$ cat config.mk
export PLATFORM = sky130hd
export DESIGN_NAME = window_addr_gen
export DESIGN_NICKNAME = d
export VERILOG_FILES = /design/src/rtl/window_addr_gen_pkg.sv /design/src/rtl/addr_lane_calc.sv /design/src/rtl/window_addr_gen.sv
export SDC_FILE = /design/constraint.sdc
export NUM_CORES = 2
export LEC_CHECK = 0
export CORE_MARGIN = 1.5
export CORE_UTILIZATION = 45
export CTS_CLUSTER_SIZE = 16
export DETAILED_ROUTE_END_ITERATION = 6
export GPL_TIMING_DRIVEN = 0
export PLACE_DENSITY = 0.69
export SYNTH_ARGS = -nofsm -noshare
export SYNTH_HDL_FRONTEND = slang
export SYNTH_SLANG_ARGS = --single-unit
export TNS_END_PERCENT = 100
$ cat constraint.sdc
create_clock -name clk -period 9.44 [get_ports clk]
set_input_delay 1.888 -clock clk [delete_from_list [all_inputs] [get_ports clk]]
set_output_delay 1.888 -clock clk [all_outputs]
set_load 0.005 [all_outputs]
$ cat src/rtl/window_addr_gen_pkg.sv
// Shared types and constants for the sliding-window address generator.
package window_addr_gen_pkg;

   localparam int unsigned DEF_ADDR_W  = 32;
   localparam int unsigned DEF_COORD_W = 16;

   typedef enum logic [1:0] {
      IDLE,
      RUN,
      FIN
   } state_t;

   // Width of the packed lane bus: one ADDR_W slot per lane.
   function automatic int unsigned lane_bus_w(input int unsigned ports, input int unsigned w);
      return ports * w;
   endfunction

endpackage

$ cat src/rtl/addr_lane_calc.sv
// One output lane: offset = base + row base + column + lane index, zeroed when
// the lane falls past the right edge of the output map.
module addr_lane_calc #(
   parameter int unsigned ADDR_W  = 32,
   parameter int unsigned COORD_W = 16,
   parameter int unsigned LANE    = 0
) (
   input  logic [ADDR_W-1:0]  base_i,
   input  logic [ADDR_W-1:0]  row_base_i,
   input  logic [ADDR_W-1:0]  col_i,
   input  logic [COORD_W-1:0] ox_i,
   input  logic [COORD_W-1:0] out_w_i,
   output logic [ADDR_W-1:0]  offset_o,
   output logic               valid_o
);

   logic [COORD_W:0] lane_x;

   assign lane_x   = {1'b0, ox_i} + (COORD_W+1)'(LANE);
   assign valid_o  = lane_x < {1'b0, out_w_i};
   assign offset_o = valid_o ? (base_i + row_base_i + col_i + ADDR_W'(LANE)) : '0;

endmodule

$ cat src/rtl/window_addr_gen.sv
// Walks kx, ky, ox (step PORT_NUM), oy and emits PORT_NUM masked window offsets
// per beat through a two-stage pipeline (row multiply, lane add/output).
module window_addr_gen
   import window_addr_gen_pkg::*;
#(
   parameter int unsigned PORT_NUM = 4,
   parameter int unsigned ADDR_W   = DEF_ADDR_W,
   parameter int unsigned COORD_W  = DEF_COORD_W,
   parameter int unsigned K        = 5
) (
   input  logic                                   clk,
   input  logic                                   rst,
   input  logic                                   start,
   input  logic [ADDR_W-1:0]                      base_addr,
   input  logic [COORD_W-1:0]                     img_w,
   input  logic [COORD_W-1:0]                     out_w,
   input  logic [COORD_W-1:0]                     out_h,
   output logic [lane_bus_w(PORT_NUM, ADDR_W)-1:0] offset_bus,
   output logic [PORT_NUM-1:0]                    lane_mask,
   output logic                                   valid,
   input  logic                                   ready,
   output logic                                   busy,
   output logic                                   done
);

   localparam int unsigned BUS_W = lane_bus_w(PORT_NUM, ADDR_W);
   localparam int unsigned KW    = (K > 1) ? $clog2(K) : 1;

   state_t               state_q;
   logic                 busy_q, done_q;
   logic [ADDR_W-1:0]    base_q;
   logic [COORD_W-1:0]   img_w_q, out_w_q, out_h_q;
   logic [KW-1:0]        kx_q, kx_d, ky_q, ky_d;
   logic [COORD_W-1:0]   ox_q, ox_d, oy_q, oy_d;
   logic                 issued_all_q;
   logic                 s1_valid_q, s1_last_q;
   logic [ADDR_W-1:0]    s1_row_q, s1_col_q;
   logic [COORD_W-1:0]   s1_ox_q;
   logic                 out_valid_q, out_last_q;
   logic [BUS_W-1:0]     out_off_q;
   logic [PORT_NUM-1:0]  out_mask_q;

   logic                 accept, go, en, issue;
   logic                 kx_last, ky_last, ox_last, oy_last, final_beat;
   logic [COORD_W-1:0]   cur_img_w, cur_out_w, cur_out_h;
   logic [BUS_W-1:0]     lane_off;
   logic [PORT_NUM-1:0]  lane_vld;

   // Beat 0 issues on the start edge itself from the live inputs, so the
   // counters sit at zero in IDLE and config muxes bypass the sampled copies.
   assign accept    = (state_q == IDLE) && start;
   assign go        = accept && (out_w != '0) && (out_h != '0);
   assign en        = !out_valid_q || ready;
   assign issue     = go || ((state_q == RUN) && !issued_all_q);
   assign cur_img_w = (state_q == IDLE) ? img_w : img_w_q;
   assign cur_out_w = (state_q == IDLE) ? out_w : out_w_q;
   assign cur_out_h = (state_q == IDLE) ? out_h : out_h_q;

   assign kx_last    = (kx_q == KW'(K - 1));
   assign ky_last    = (ky_q == KW'(K - 1));
   assign ox_last    = ({1'b0, ox_q} + (COORD_W+1)'(PORT_NUM)) >= {1'b0, cur_out_w};
   assign oy_last    = (oy_q == cur_out_h - COORD_W'(1));
   assign final_beat = kx_last && ky_last && ox_last && oy_last;

   always_comb begin
      kx_d = kx_q;
      ky_d = ky_q;
      ox_d = ox_q;
      oy_d = oy_q;
      if (issue && en) begin
         if (!kx_last) begin
            kx_d = kx_q + KW'(1);
         end else begin
            kx_d = '0;
            if (!ky_last) begin
               ky_d = ky_q + KW'(1);
            end else begin
               ky_d = '0;
               if (!ox_last) begin
                  ox_d = ox_q + COORD_W'(PORT_NUM);
               end else begin
                  ox_d = '0;
                  oy_d = oy_last ? '0 : oy_q + COORD_W'(1);
               end
            end
         end
      end
   end

   for (genvar p = 0; p < PORT_NUM; p++) begin : g_lane
      addr_lane_calc #(
         .ADDR_W (ADDR_W),
         .COORD_W(COORD_W),
         .LANE   (p)
      ) u_lane (
         .base_i    (base_q),
         .row_base_i(s1_row_q),
         .col_i     (s1_col_q),
         .ox_i      (s1_ox_q),
         .out_w_i   (out_w_q),
         .offset_o  (lane_off[p*ADDR_W +: ADDR_W]),
         .valid_o   (lane_vld[p])
      );
   end

   always_ff @(posedge clk) begin
      if (rst) begin
         base_q       <= '0;
         img_w_q      <= '0;
         out_w_q      <= '0;
         out_h_q      <= '0;
         kx_q         <= '0;
         ky_q         <= '0;
         ox_q         <= '0;
         oy_q         <= '0;
         issued_all_q <= 1'b0;
         s1_valid_q   <= 1'b0;
         s1_last_q    <= 1'b0;
         s1_row_q     <= '0;
         s1_col_q     <= '0;
         s1_ox_q      <= '0;
         out_valid_q  <= 1'b0;
         out_last_q   <= 1'b0;
         out_off_q    <= '0;
         out_mask_q   <= '0;
      end else begin
         kx_q <= kx_d;
         ky_q <= ky_d;
         ox_q <= ox_d;
         oy_q <= oy_d;
         if (accept) begin
            base_q  <= base_addr;
            img_w_q <= img_w;
            out_w_q <= out_w;
            out_h_q <= out_h;
         end
         if (issue && en && final_beat) begin
            issued_all_q <= 1'b1;
         end else if (accept) begin
            issued_all_q <= 1'b0;
         end
         if (en) begin
            s1_valid_q  <= issue;
            s1_last_q   <= issue && final_beat;
            s1_row_q    <= (ADDR_W'(oy_q) + ADDR_W'(ky_q)) * ADDR_W'(cur_img_w);
            s1_col_q    <= ADDR_W'(ox_q) + ADDR_W'(kx_q);
            s1_ox_q     <= ox_q;
            out_valid_q <= s1_valid_q;
            out_last_q  <= s1_valid_q && s1_last_q;
            out_off_q   <= s1_valid_q ? lane_off : '0;
            out_mask_q  <= s1_valid_q ? lane_vld : '0;
         end
      end
   end

   always_ff @(posedge clk) begin
      if (rst) begin
         state_q <= IDLE;
         busy_q  <= 1'b0;
         done_q  <= 1'b0;
      end else begin
         done_q <= 1'b0;
         case (state_q)
            IDLE: begin
               if (go) begin
                  state_q <= RUN;
                  busy_q  <= 1'b1;
               end else if (accept) begin
                  state_q <= FIN;
                  done_q  <= 1'b1;
               end
            end
            RUN: begin
               if (out_valid_q && ready && out_last_q) begin
                  state_q <= FIN;
                  busy_q  <= 1'b0;
                  done_q  <= 1'b1;
               end
            end
            FIN:     state_q <= IDLE;
            default: state_q <= IDLE;
         endcase
      end
   end

   assign offset_bus = out_off_q;
   assign lane_mask  = out_mask_q;
   assign valid      = out_valid_q;
   assign busy       = busy_q;
   assign done       = done_q;

endmodule

==> impl_results.md <==
* Worst EP arrival at roughly 9.5 ns
* Buf/Inv on CP at 4
* CP max stage delay at slightly below 0.7 ns
* Row cnt at slightly below 90
* Slew headroom at between 10% and 20%
* Port-buffer cells at approximately 220
* Failing checks: design-rule violations
* Post-synthesis cell count at approximately 3300
* Cts bufs inserted at 38
* Status: finished with violations
* Vias at about 24000
* DIE HEIGHT at about 250 um
* Slew @ Worst Pin at between 1 and 1.5 ns
* CP Max Fanout at 10
* DR DRC count at just under 60
* Final hold vios at 0
* Final worst setup slack at between 0.4 and 0.5 ns
* Post-synth ARST share at 0%
* Max VDD drop at 112 uV
* Ys flop type: dfxtp_1
* Crit Path Category: register to register
* Core area at a little under 60000 sq um
* Gpl congestion at a little under 1
* FMAX at 111 MHz
* Power Density at roughly 110 nW/um^2
* Clk sinks at 320
* Synthesis-to-layout area growth at 16.5%
* Filler cell count at roughly 5700
* CP max stage cell: xor2_2
* Worst min path class: register to register
* Highest routing layer actually used: met4
* First-pass GRT wire length at 130000 um
* Clock Skew at around 0.037 ns
* Met2 routed WL at roughly 38000 um
* Seq cells post-synth at 320
* Syn_area_per_cell at just over 8 sq um
* CP most frequent cell: fa_1
* RSZ-0062 raised after global routing: false
* Final setup violation count at 0
* Pin count of the biggest net entering global routing at 20
* Synth Cell Area at ~27000 sq um
* Startpoint types: register
* Post-placement setup slack at -0.814 ns
* Post-DRT Antenna Nets at 0
* Gr ovfl total at 0
* Via density at 5.49
* Hold buffers post-CTS at 0
* Initial antenna violation count at 0
* Vias in the first global route at about 23000
* Synth cell types at 78
* Total Routed Length at 83300 um
* H-tree lvl count at 2
* Top-Level Pins at ~220
* Slew Limit Fails at 0
* Clock Pin Slew Worst Setup and Hold Paths at about 0.06 ns
* Effective utilization at floorplan at roughly 46%
* Maxcap violations at 0
* DR WL/cell at around 19 um
* Post-synth EDFFs at 0
* Clock root cell: clkbuf_16
* Die footprint at 61600 sq um
* 1st-iter DRT viols at 1764
* DRT met1 WL at roughly 36000 um
* Ys Warns at 0
* Routed wl met3 at 6580 um
* Critical path capture point type: register
* Clock buffer depth at 3
* CP delay by family, top: adder cells
* Post-Place Cells at between 4000 and 5000
* CP required at roughly 9.9 ns
* DIE WIDTH at between 200 and 250 um
* Fin nets at 4083
* Share of cells above drive strength 1 at 3.43%
* TritonCTS clock tree: yes
* Finished Layout Cells at 4366
* Tmin final at around 9 ns
* Synth Net Count at between 3000 and 4000
* DPL Wire Length at ~67000 um
* Power Total at 0.00357 W
* Worst skew pair latency at about 0.57 ns
* Leakage at ~13 nW
* Sequential-to-total area share from yosys stat at between 20% and 30%
* GRT Util Overall at 27.0%
* Final Cycle Share at 95.3%
* Setup TNS at 0 ns
* First-pass DRT Iterations at 7
[cell usage in the layout (no fill, tap or decap), types with 42 or more instances in the layout]
cell type        count
nand2_1            545
dfxtp_1            320
nor2_1             314
inv_1              285
fa_1               226
a21oi_1            222
clkdlybuf4s50_1    218
ha_1               212
clkbuf_1           189
xnor2_1            145
o21ai_0             87
a22oi_1             86
nand3_1             71
xor2_1              71
nor3_1              51
mux2i_1             44
a21o_1              42
[cell usage after synthesis (33+ instances only)]
library cell / n / area (sq um)
xor2_1: 73 / 639
nor4_1: 39 / 244
fa_1: 226 / 4520
nand4_1: 33 / 206
inv_1: 285 / 1070
xnor2_1: 145 / 1270
dfxtp_1: 320 / 6410
ha_1: 212 / 2650
a22oi_1: 86 / 646
and2_1: 39 / 244
clkbuf_1: 187 / 702
mux2i_1: 47 / 470
nand3_1: 71 / 355
nor2_1: 314 / 1180
nand2_1: 545 / 2050
nor3_1: 51 / 255
o21ai_0: 87 / 435
a21oi_1: 223 / 1120
a21o_1: 42 / 315
[worst register-to-register path: cells and delay by family, from the launching register on]
| family | cells | cell delay [ns] |
|---|---|---|
| AND/OR/NAND/NOR | 3 | 0.52 |
| adder cells (fa/ha/maj) | 8 | 3.74 |
| AO/OA/AOI/OAI | 11 | 2.90 |
| buffers and inverters | 4 | 0.38 |
| XOR/XNOR | 2 | 0.88 |
| flip-flops | 1 | 0.47 |
[registers in the layout (all words and copies together), names as in the netlist, 16 cells and up]
signal / flops
base_q: 32
img_w_q: 16
offset_bus: 128
out_h_q: 16
out_w_q: 16
oy_q: 16
s1_col_q: 17
s1_row_q: 32
[per-layer routing]
metal / up-vias / track usage (%)
li1: 11500 / -
met4: 0 / 10.0
met5: - / 0
met3: 170 / 4.26
met2: 935 / 44.7
met1: 11300 / 35.6
[worst paths after layout]
path | from | end | slack, ns | cells after the start
worst max-delay path | oy_q[1] | s1_row_q[30] | 0.45 | 28
worst min-delay path | offset_bus[123] | offset_bus[123] | 0.45 | 2
worst max register to register | oy_q[1] | s1_row_q[30] | 0.45 | 28
worst min register to register | offset_bus[123] | offset_bus[123] | 0.45 | 2
[repair_timing]
action / in CTS / in global routing
buffers inserted: 0 / 0
setup endpoints to repair: 10 / 6
resized for setup: 4 / 13
[metrics by stage]
stage / utilization (%) / hold WS, ns / cell area, sq um
floorplan: - / 0.432 / 27000
global placement: 51.0 / 0.435 / 30200
detailed placement: 51.0 / 0.444 / 30200
CTS: 53.1 / 0.453 / 31400
global route: 53.2 / 0.472 / 31500
finish: 53.2 / 0.454 / 31500
[power by group]
group	switching, W	total [W]	internal, W
clock network	0.000617	0.00149	0.000870
logic	0.000421	0.000644	0.000224
registers	0.0000389	0.00144	0.00140
total	0.00108	0.00357	0.00249
[area by class of cell]
| class | count | area (sq um) | area share [%] |
|---|---|---|---|
| Multi-Input combinational cell | 2501 | 18900 | 59.9 |
| Sequential cell | 320 | 6410 | 20.3 |
| Timing Repair Buffer | 218 | 2180 | 6.93 |
| Clock buffer | 55 | 1100 | 3.48 |
| Inverter | 285 | 1070 | 3.40 |
| Tap cell | 773 | 967 | 3.07 |
| Buffer | 197 | 753 | 2.39 |
| Clock inverter | 15 | 155 | 0.493 |
| Antenna cell | 2 | 5.00 | 0.0159 |
[kinds of logic after synthesis]
kind of cell,Yosys count,synth area share [%]
multiplexers,51,1.91
adder cells (fa/ha/maj),438,26.5
AND/OR/NAND/NOR,1209,20.0
XOR/XNOR,221,7.24
flip-flops,320,23.7
buffers and inverters,486,6.77
AO/OA/AOI/OAI,582,13.8
Note: power is estimated with default switching activity, not from simulation.
